### src/rtl/axi_rd_arb_2_if.sv
// AXI4 read-channel bundle (AR + R) shared by the masters and the slave.
// The master modport drives the request side; the slave modport answers it.
interface axi_rd_arb_2_if #(
  parameter int DATA_W = 32
);
  logic [3:0]        arid;
  logic [15:0]       araddr;
  logic [7:0]        arlen;
  logic [2:0]        arsize;
  logic [1:0]        arburst;
  logic              arvalid;
  logic              arready;
  logic              rready;
  logic              rvalid;
  logic [3:0]        rid;
  logic [DATA_W-1:0] rdata;
  logic              rlast;

  modport master (
    output arid, araddr, arlen, arsize, arburst, arvalid, rready,
    input  arready, rvalid, rid, rdata, rlast
  );

  modport slave (
    input  arid, araddr, arlen, arsize, arburst, arvalid, rready,
    output arready, rvalid, rid, rdata, rlast
  );
endinterface

### src/rtl/axi_rd_arb_2.sv
// Two-master round-robin arbiter in front of a single one-burst-at-a-time
// AXI4 read slave; the grant is held from AR acceptance through the last R beat.
module axi_rd_arb_2 #(
  parameter int DATA_W = 32
) (
  input  logic            clk,
  input  logic            reset,
  axi_rd_arb_2_if.slave   m0,
  axi_rd_arb_2_if.slave   m1,
  axi_rd_arb_2_if.master  s,
  output logic            gnt_busy,
  output logic            gnt_id
);

  typedef enum logic [1:0] {
    IDLE,
    AR,
    R
  } state_t;

  localparam logic [DATA_W-1:0] DATA_ZERO = '0;

  state_t state;
  logic   gnt;
  logic   last;

  // last resets to 1 so master 0 wins the first tie; it only moves on burst completion
  always_ff @(posedge clk) begin
    if (!reset) begin
      state <= IDLE;
      gnt   <= 1'b0;
      last  <= 1'b1;
    end else begin
      case (state)
        IDLE: begin
          if (m0.arvalid || m1.arvalid) begin
            gnt   <= (m0.arvalid && m1.arvalid) ? ~last : m1.arvalid;
            state <= AR;
          end
        end
        AR: begin
          if (s.arready) begin
            state <= R;
          end
        end
        R: begin
          if (s.rvalid && s.rready && s.rlast) begin
            state <= IDLE;
            last  <= gnt;
          end
        end
        default: state <= IDLE;
      endcase
    end
  end

  // AR and R paths are pure muxes on the held grant; everything idles at zero
  always_comb begin
    s.arid     = '0;
    s.araddr   = '0;
    s.arlen    = '0;
    s.arsize   = '0;
    s.arburst  = '0;
    s.arvalid  = 1'b0;
    s.rready   = 1'b0;
    m0.arready = 1'b0;
    m0.rvalid  = 1'b0;
    m0.rid     = '0;
    m0.rdata   = DATA_ZERO;
    m0.rlast   = 1'b0;
    m1.arready = 1'b0;
    m1.rvalid  = 1'b0;
    m1.rid     = '0;
    m1.rdata   = DATA_ZERO;
    m1.rlast   = 1'b0;
    case (state)
      AR: begin
        s.arvalid = 1'b1;
        if (gnt) begin
          s.arid     = m1.arid;
          s.araddr   = m1.araddr;
          s.arlen    = m1.arlen;
          s.arsize   = m1.arsize;
          s.arburst  = m1.arburst;
          m1.arready = s.arready;
        end else begin
          s.arid     = m0.arid;
          s.araddr   = m0.araddr;
          s.arlen    = m0.arlen;
          s.arsize   = m0.arsize;
          s.arburst  = m0.arburst;
          m0.arready = s.arready;
        end
      end
      R: begin
        if (gnt) begin
          s.rready  = m1.rready;
          m1.rvalid = s.rvalid;
          m1.rid    = s.rid;
          m1.rdata  = s.rdata;
          m1.rlast  = s.rlast;
        end else begin
          s.rready  = m0.rready;
          m0.rvalid = s.rvalid;
          m0.rid    = s.rid;
          m0.rdata  = s.rdata;
          m0.rlast  = s.rlast;
        end
      end
      default: ;
    endcase
  end

  assign gnt_busy = (state != IDLE);
  assign gnt_id   = gnt;

endmodule

### src/flat_wrapper.sv
// flat-port wrapper written by rule: the top's interface ports become plain ports
module axi_rd_arb_2_flat 
#(
  parameter int DATA_W = 32
)
  (clk, reset, gnt_busy, gnt_id, m0_arid, m0_araddr, m0_arlen, m0_arsize, m0_arburst, m0_arvalid, m0_rready, m0_arready, m0_rvalid, m0_rid, m0_rdata, m0_rlast, m1_arid, m1_araddr, m1_arlen, m1_arsize, m1_arburst, m1_arvalid, m1_rready, m1_arready, m1_rvalid, m1_rid, m1_rdata, m1_rlast, s_arid, s_araddr, s_arlen, s_arsize, s_arburst, s_arvalid, s_rready, s_arready, s_rvalid, s_rid, s_rdata, s_rlast);
  axi_rd_arb_2_if #(.DATA_W(DATA_W)) m0_i ();
  axi_rd_arb_2_if #(.DATA_W(DATA_W)) m1_i ();
  axi_rd_arb_2_if #(.DATA_W(DATA_W)) s_i ();
  input  logic clk;
  input  logic reset;
  output logic gnt_busy;
  output logic gnt_id;
  input wire logic [$bits(m0_i.arid)-1:0] m0_arid;
  input wire logic [$bits(m0_i.araddr)-1:0] m0_araddr;
  input wire logic [$bits(m0_i.arlen)-1:0] m0_arlen;
  input wire logic [$bits(m0_i.arsize)-1:0] m0_arsize;
  input wire logic [$bits(m0_i.arburst)-1:0] m0_arburst;
  input wire logic [$bits(m0_i.arvalid)-1:0] m0_arvalid;
  input wire logic [$bits(m0_i.rready)-1:0] m0_rready;
  output wire logic [$bits(m0_i.arready)-1:0] m0_arready;
  output wire logic [$bits(m0_i.rvalid)-1:0] m0_rvalid;
  output wire logic [$bits(m0_i.rid)-1:0] m0_rid;
  output wire logic [$bits(m0_i.rdata)-1:0] m0_rdata;
  output wire logic [$bits(m0_i.rlast)-1:0] m0_rlast;
  input wire logic [$bits(m1_i.arid)-1:0] m1_arid;
  input wire logic [$bits(m1_i.araddr)-1:0] m1_araddr;
  input wire logic [$bits(m1_i.arlen)-1:0] m1_arlen;
  input wire logic [$bits(m1_i.arsize)-1:0] m1_arsize;
  input wire logic [$bits(m1_i.arburst)-1:0] m1_arburst;
  input wire logic [$bits(m1_i.arvalid)-1:0] m1_arvalid;
  input wire logic [$bits(m1_i.rready)-1:0] m1_rready;
  output wire logic [$bits(m1_i.arready)-1:0] m1_arready;
  output wire logic [$bits(m1_i.rvalid)-1:0] m1_rvalid;
  output wire logic [$bits(m1_i.rid)-1:0] m1_rid;
  output wire logic [$bits(m1_i.rdata)-1:0] m1_rdata;
  output wire logic [$bits(m1_i.rlast)-1:0] m1_rlast;
  output wire logic [$bits(s_i.arid)-1:0] s_arid;
  output wire logic [$bits(s_i.araddr)-1:0] s_araddr;
  output wire logic [$bits(s_i.arlen)-1:0] s_arlen;
  output wire logic [$bits(s_i.arsize)-1:0] s_arsize;
  output wire logic [$bits(s_i.arburst)-1:0] s_arburst;
  output wire logic [$bits(s_i.arvalid)-1:0] s_arvalid;
  output wire logic [$bits(s_i.rready)-1:0] s_rready;
  input wire logic [$bits(s_i.arready)-1:0] s_arready;
  input wire logic [$bits(s_i.rvalid)-1:0] s_rvalid;
  input wire logic [$bits(s_i.rid)-1:0] s_rid;
  input wire logic [$bits(s_i.rdata)-1:0] s_rdata;
  input wire logic [$bits(s_i.rlast)-1:0] s_rlast;
  assign m0_i.arid = m0_arid;
  assign m0_i.araddr = m0_araddr;
  assign m0_i.arlen = m0_arlen;
  assign m0_i.arsize = m0_arsize;
  assign m0_i.arburst = m0_arburst;
  assign m0_i.arvalid = m0_arvalid;
  assign m0_i.rready = m0_rready;
  assign m0_arready = m0_i.arready;
  assign m0_rvalid = m0_i.rvalid;
  assign m0_rid = m0_i.rid;
  assign m0_rdata = m0_i.rdata;
  assign m0_rlast = m0_i.rlast;
  assign m1_i.arid = m1_arid;
  assign m1_i.araddr = m1_araddr;
  assign m1_i.arlen = m1_arlen;
  assign m1_i.arsize = m1_arsize;
  assign m1_i.arburst = m1_arburst;
  assign m1_i.arvalid = m1_arvalid;
  assign m1_i.rready = m1_rready;
  assign m1_arready = m1_i.arready;
  assign m1_rvalid = m1_i.rvalid;
  assign m1_rid = m1_i.rid;
  assign m1_rdata = m1_i.rdata;
  assign m1_rlast = m1_i.rlast;
  assign s_arid = s_i.arid;
  assign s_araddr = s_i.araddr;
  assign s_arlen = s_i.arlen;
  assign s_arsize = s_i.arsize;
  assign s_arburst = s_i.arburst;
  assign s_arvalid = s_i.arvalid;
  assign s_rready = s_i.rready;
  assign s_i.arready = s_arready;
  assign s_i.rvalid = s_rvalid;
  assign s_i.rid = s_rid;
  assign s_i.rdata = s_rdata;
  assign s_i.rlast = s_rlast;
  axi_rd_arb_2 #(.DATA_W(DATA_W)) u_core (.clk(clk), .reset(reset), .m0(m0_i), .m1(m1_i), .s(s_i), .gnt_busy(gnt_busy), .gnt_id(gnt_id));
endmodule
### config.mk
export PLATFORM = sky130hd
export DESIGN_NAME = axi_rd_arb_2_flat
export DESIGN_NICKNAME = d
export VERILOG_FILES = /design/src/rtl/axi_rd_arb_2_if.sv /design/src/rtl/axi_rd_arb_2.sv /design/src/flat_wrapper.sv
export SDC_FILE = /design/constraint.sdc
export NUM_CORES = 1
export LEC_CHECK = 0
export CORE_AREA = 2 2 87 89
export CTS_CLUSTER_SIZE = 28
export DETAILED_ROUTE_END_ITERATION = 8
export DIE_AREA = 0 0 89 91
export PLACE_DENSITY_LB_ADDON = 0.05
export SYNTH_ARGS = -nofsm -noshare
export SYNTH_HDL_FRONTEND = slang
export SYNTH_SLANG_ARGS = --single-unit
### constraint.sdc
create_clock -name clk -period 1.6 [get_ports clk]
set_input_delay 0.24 -clock clk [delete_from_list [all_inputs] [get_ports clk]]
set_output_delay 0.24 -clock clk [all_outputs]
set_load 0.01 [all_outputs]
Word-level counts from Yosys, hierarchy flattened. Index checks and enable logic that the tools add are counted.

Register bits: 4. Output and inout port bits: 115. Word-level logic and storage cells: 56.

Eq/ne operators: 5. Multiplexer cells: 38. Bitwise logic cells: 1. Reductions and logical operators: 9.

Operators by type and width (number): $mux 32 (4); $mux 16 (2); $mux 4 (6); $mux 1 (16); $mux 8 (2); $mux 2 (5); $mux 3 (2); $pmux 2 s3 (1); $ne 2x1->1 const B (2); $reduce_and 2->1 (2); $logic_and 1x1->1 (3); $reduce_and 3->1 (1); $eq 2x1->1 const B (1); $eq 2x2->1 const B (1); $logic_not 2->1 (1); $ne 2x2->1 const B (1); $reduce_bool 2->1 (1); $logic_or 1x1->1 (1); $not 1->1 (1).

Depth between registers and ports, before layout.
Depth after elaboration: 6. Mapped depth: 5.

Least setup slack after synthesis. Ideal clock, no wire load.

Path kind: flip-flop to output port. Start: register u_core.gnt, in the netlist u_core.gnt_id. End: output port s_araddr[0]. Data arrival time: 1020 ps. Path slack: 340 ps. Cell stages (with the launch flop): 5. Path buffers: 2. Path through: dfxtp_1 buf_6 buf_4 mux2i_1 nor2_1.

Word-level cells in the longest chain between the ends: 2.

Ends and longest elaborated chain: start, declared (RTL line axi_rd_arb_2.sv:24) `logic gnt;`; start signal, assigned (RTL line axi_rd_arb_2.sv:37) `gnt <= (m0.arvalid && m1.arvalid) ? ~last : m1.arvalid;`; $mux 16 (RTL line axi_rd_arb_2.sv:79) `if (gnt) begin`; $mux 16 (RTL line axi_rd_arb_2.sv:76) `case (state)`; end, declared (RTL line flat_wrapper.sv:39) `output wire logic [$bits(s_i.araddr)-1:0] s_araddr;`.

No other way between the ends.

Worst setup path after layout.
Start: register u_core.state[0]. End: output port m1_rdata[8].

Word-level cells in the longest chain between the ends: 2.

Ends and longest elaborated chain: start, declared (RTL line axi_rd_arb_2.sv:23) `state_t state;`; start signal, assigned (RTL line axi_rd_arb_2.sv:30) `state <= IDLE;`; start signal, assigned (RTL line axi_rd_arb_2.sv:38) `state <= AR;`; start signal, assigned (RTL line axi_rd_arb_2.sv:43) `state <= R;`; $eq 2x2->1 (RTL line axi_rd_arb_2.sv:76); $mux 32 (RTL line axi_rd_arb_2.sv:76); end, declared (RTL line flat_wrapper.sv:36) `output wire logic [$bits(m1_i.rdata)-1:0] m1_rdata;`.

No other way between the ends.

==> impl_metrics.csv <==
group,metric,value,unit
detailed_routing,drc,0,
setup_path,crit_arrival,1.39,ns
detailed_routing,drt_first_pass_iters,4,
logic_synthesis,ys.flop_type,"dfxtp_1",
placement,globalplace.congestion,0.799,
timing,period_share,102,%
timing,skew,0.00208,ns
timing,tightest_slew,0.223,ns
logic_synthesis,netlist_area,1300,sq um
final_layout,nets,543,
final_layout,fin_cells,529,
clock_tree,cts_tree,"yes",
grt,grt_max_degree,35,
grt,grt_pass1_vias,2055,
logic_synthesis,ys_top_cells_by_count,"and2_1 (76), nor2_1 (37), mux2i_1 (35)",
setup_path,critical_path.max_fanout,6,
grt,antenna_found_initial,0,
detailed_routing,drt-total-wl,7430,um
logic_synthesis,synth_edf_count,0,
timing,rsz0062_at_grt,"true",
timing,hold_viol_final,0,
pwr,total_power,0.00119,W
grt,grt_use_total,16.1,%
clock_tree,clockBufferDepth,2,
logic_synthesis,ys_seq_area_share,6.16,%
clock_tree,clkTransAtPathRegs,0.03,ns
run_status,violations,"setup timing",
placement,place_inst,510,
clock_tree,clock_latency,0.21,ns
setup_path,critPathRequiredTime,1.36,ns
pwr,leakagePower,1.80,nW
timing,max_clock_freq,0.614,GHz
timing,drv_slew,0,
logic_synthesis,netlist_instances,189,
run_status,status,"finished with violations",
worst_hold_path,hold_path.class,"register to register",
detailed_routing,vias,2153,
placement,port_buffers,225,
setup_path,rr_startpoint,"u_core.gnt_id$_SDFFE_PN0P_",
logic_synthesis,synthesis.nets,300,
final_layout,drive_above_1_share,36.0,%
grt,overflow,0,
logic_synthesis,synth_top_cell_area_share,36.6,%
floorplan,initial_core_util,18.2,%
floorplan,die_area,8100,sq um
detailed_routing,drt_iter0_drc,10,
setup_path,startpoint,"u_core.state[0]$_SDFFE_PN0P_",
grt,grt_pass1_wl,10300,um
logic_synthesis,ys_ff_latch,4,
setup_path,ff2ff_path_depth,6,
pwr,powerDensity,321,nW/um^2
detailed_routing,final_antenna_net_count,0,
clock_tree,htreeDepth,1,
logic_synthesis,yosys_warnings,0,
timing,setup_violations,28,
timing,layout_setup_ws,-0.0290,ns
final_layout,final_cell_area,3710,sq um
setup_path,critPathKind,"register to output pin",
setup_path,critical_path.endpoint,"m1_rdata[8]",
logic_synthesis,synth_cell_type_count,20,
timing,slew_headroom,85.0,%
logic_synthesis,synth_area_per_cell,6.88,sq um
timing,period_needed,1.63,ns
floorplan,die_x,89,um
clock_tree,cts_sinks,4,
pwr,ir_worst_vdd,187,uV
setup_path,endpoint_kind,"output pin",
logic_synthesis,ys_async_sr_fraction,0,%
setup_path,r2r_end,"u_core.last$_SDFFE_PN1P_",
logic_synthesis,synth.largest_area_cell,"and2_1",
floorplan,num_rows,31,
logic_synthesis,synth_area_leaders,"and2_1 (37%), mux2i_1 (27%), nor2_1 (11%)",
placement,dp_hpwl,5750,um
detailed_routing,wl_per_cell,14.1,um
final_layout,diodes,0,
floorplan,die-height,91,um
clock_tree,cts_root_buf,"clkbuf_8",
placement,postPlaceCellArea,3680,sq um
detailed_routing,avgViaCountPerCell,4.07,
clock_tree,cts_made_buffers,3,
job,maxCapViolations,0,
final_layout,area_growth,185,%
setup_path,r2r_slack,0.24,ns
setup_path,critPathLaunchType,"register",
logic_synthesis,synth.most_common_cell,"and2_1",
floorplan,core,7140,sq um
floorplan,ios,226,
## worst max-delay path: stages (launching register included)
cell,delay [ns]
dfxtp_2,0.31
nand2b_4,0.16
nor2_4,0.12
buf_12,0.12
buf_16,0.11
clkbuf_16,0.13
and2_4,0.14
buf_6,0.09
## repair_timing
| item | 4_1_cts | 5_1_grt |
|---|---|---|
| gates cloned | 3 | 3 |
| hold endpoints to repair | 0 | 0 |
| pin swaps | 2 | 6 |
| hold buffers | 0 | 0 |
| resized for setup | 354 | 95 |
| endpoints found under the setup margin | 115 | 90 |
| buffers inserted | 10 | 2 |
## layer usage
metal / wire length, um / track usage, %
met5: 0 / 0
met3: 796 / 4.18
met2: 3860 / 30.2
met4: 100 / 4.10
met1: 2680 / 17.6
## placed cells by master, fill, tap and decap left out, types with 10 or more instances in the layout
cell type	instances
buf_4	10
buf_2	56
buf_6	25
and2_4	14
clkdlybuf4s50_1	111
and2_1	62
mux2i_1	34
dlygate4sd2_1	10
clkbuf_2	21
nor2_1	36
## state kept, by name (all words and copies together) (netlist names)
signal	cells
u_core.state	2
u_core.gnt_id	1
u_core.last	1
## worst min path at each step
stage / endpoint / cells after the start / slack (ns) / start
global route: u_core.last$_SDFFE_PN1P_ / 2 / 0.54 / u_core.last$_SDFFE_PN1P_
floorplan: u_core.gnt_id$_SDFFE_PN0P_ / 2 / 0.39 / m1_arvalid
finish: u_core.last$_SDFFE_PN1P_ / 2 / 0.52 / u_core.last$_SDFFE_PN1P_
global placement: u_core.last$_SDFFE_PN1P_ / 2 / 0.50 / u_core.last$_SDFFE_PN1P_
CTS: u_core.last$_SDFFE_PN1P_ / 2 / 0.53 / u_core.last$_SDFFE_PN1P_
detailed placement: u_core.last$_SDFFE_PN1P_ / 2 / 0.52 / u_core.last$_SDFFE_PN1P_
## power by group
part           internal (W)  total, W  switching (W)
logic              0.000539  0.000866       0.000327
registers          0.000108  0.000117     0.00000849
clock network      0.000160  0.000206      0.0000460
## layout make-up
class                   count  area (sq um)
flip-flops and latches      4          86.3
clock buffers               3          41.3
well taps                  99           124
inverters                   4          15.0
repair buffers            254          2310
multi-input cells         165          1130
fillers                   725          3430
## cells by family (layout without fill, tap and decap cells)
| group | count (synthesis) | after routing | synth area share [%] |
|---|---|---|---|
| compound gates | 3 | 3 | 1.64 |
| buf+inv | 20 | 261 | 11.3 |
| flops | 4 | 4 | 6.16 |
| mux | 35 | 35 | 26.9 |
| simple gates | 127 | 127 | 54.0 |
## per-stage QoR
step                      hold slack (ns)  setup slack [ns]  setup TNS (ns)  utilization (%)
final                               0.516           -0.0290          -0.428             51.9
after global routing                0.545           -0.0793           -2.48             51.9
after CTS                           0.528           -0.0766           -2.30             49.9
after detailed placement            0.521            -0.141           -9.06             51.6
after global placement              0.502            -0.117           -7.52             51.6
after floorplan                     0.387             0.340               0                -
Note: power is estimated with default switching activity, not from simulation.
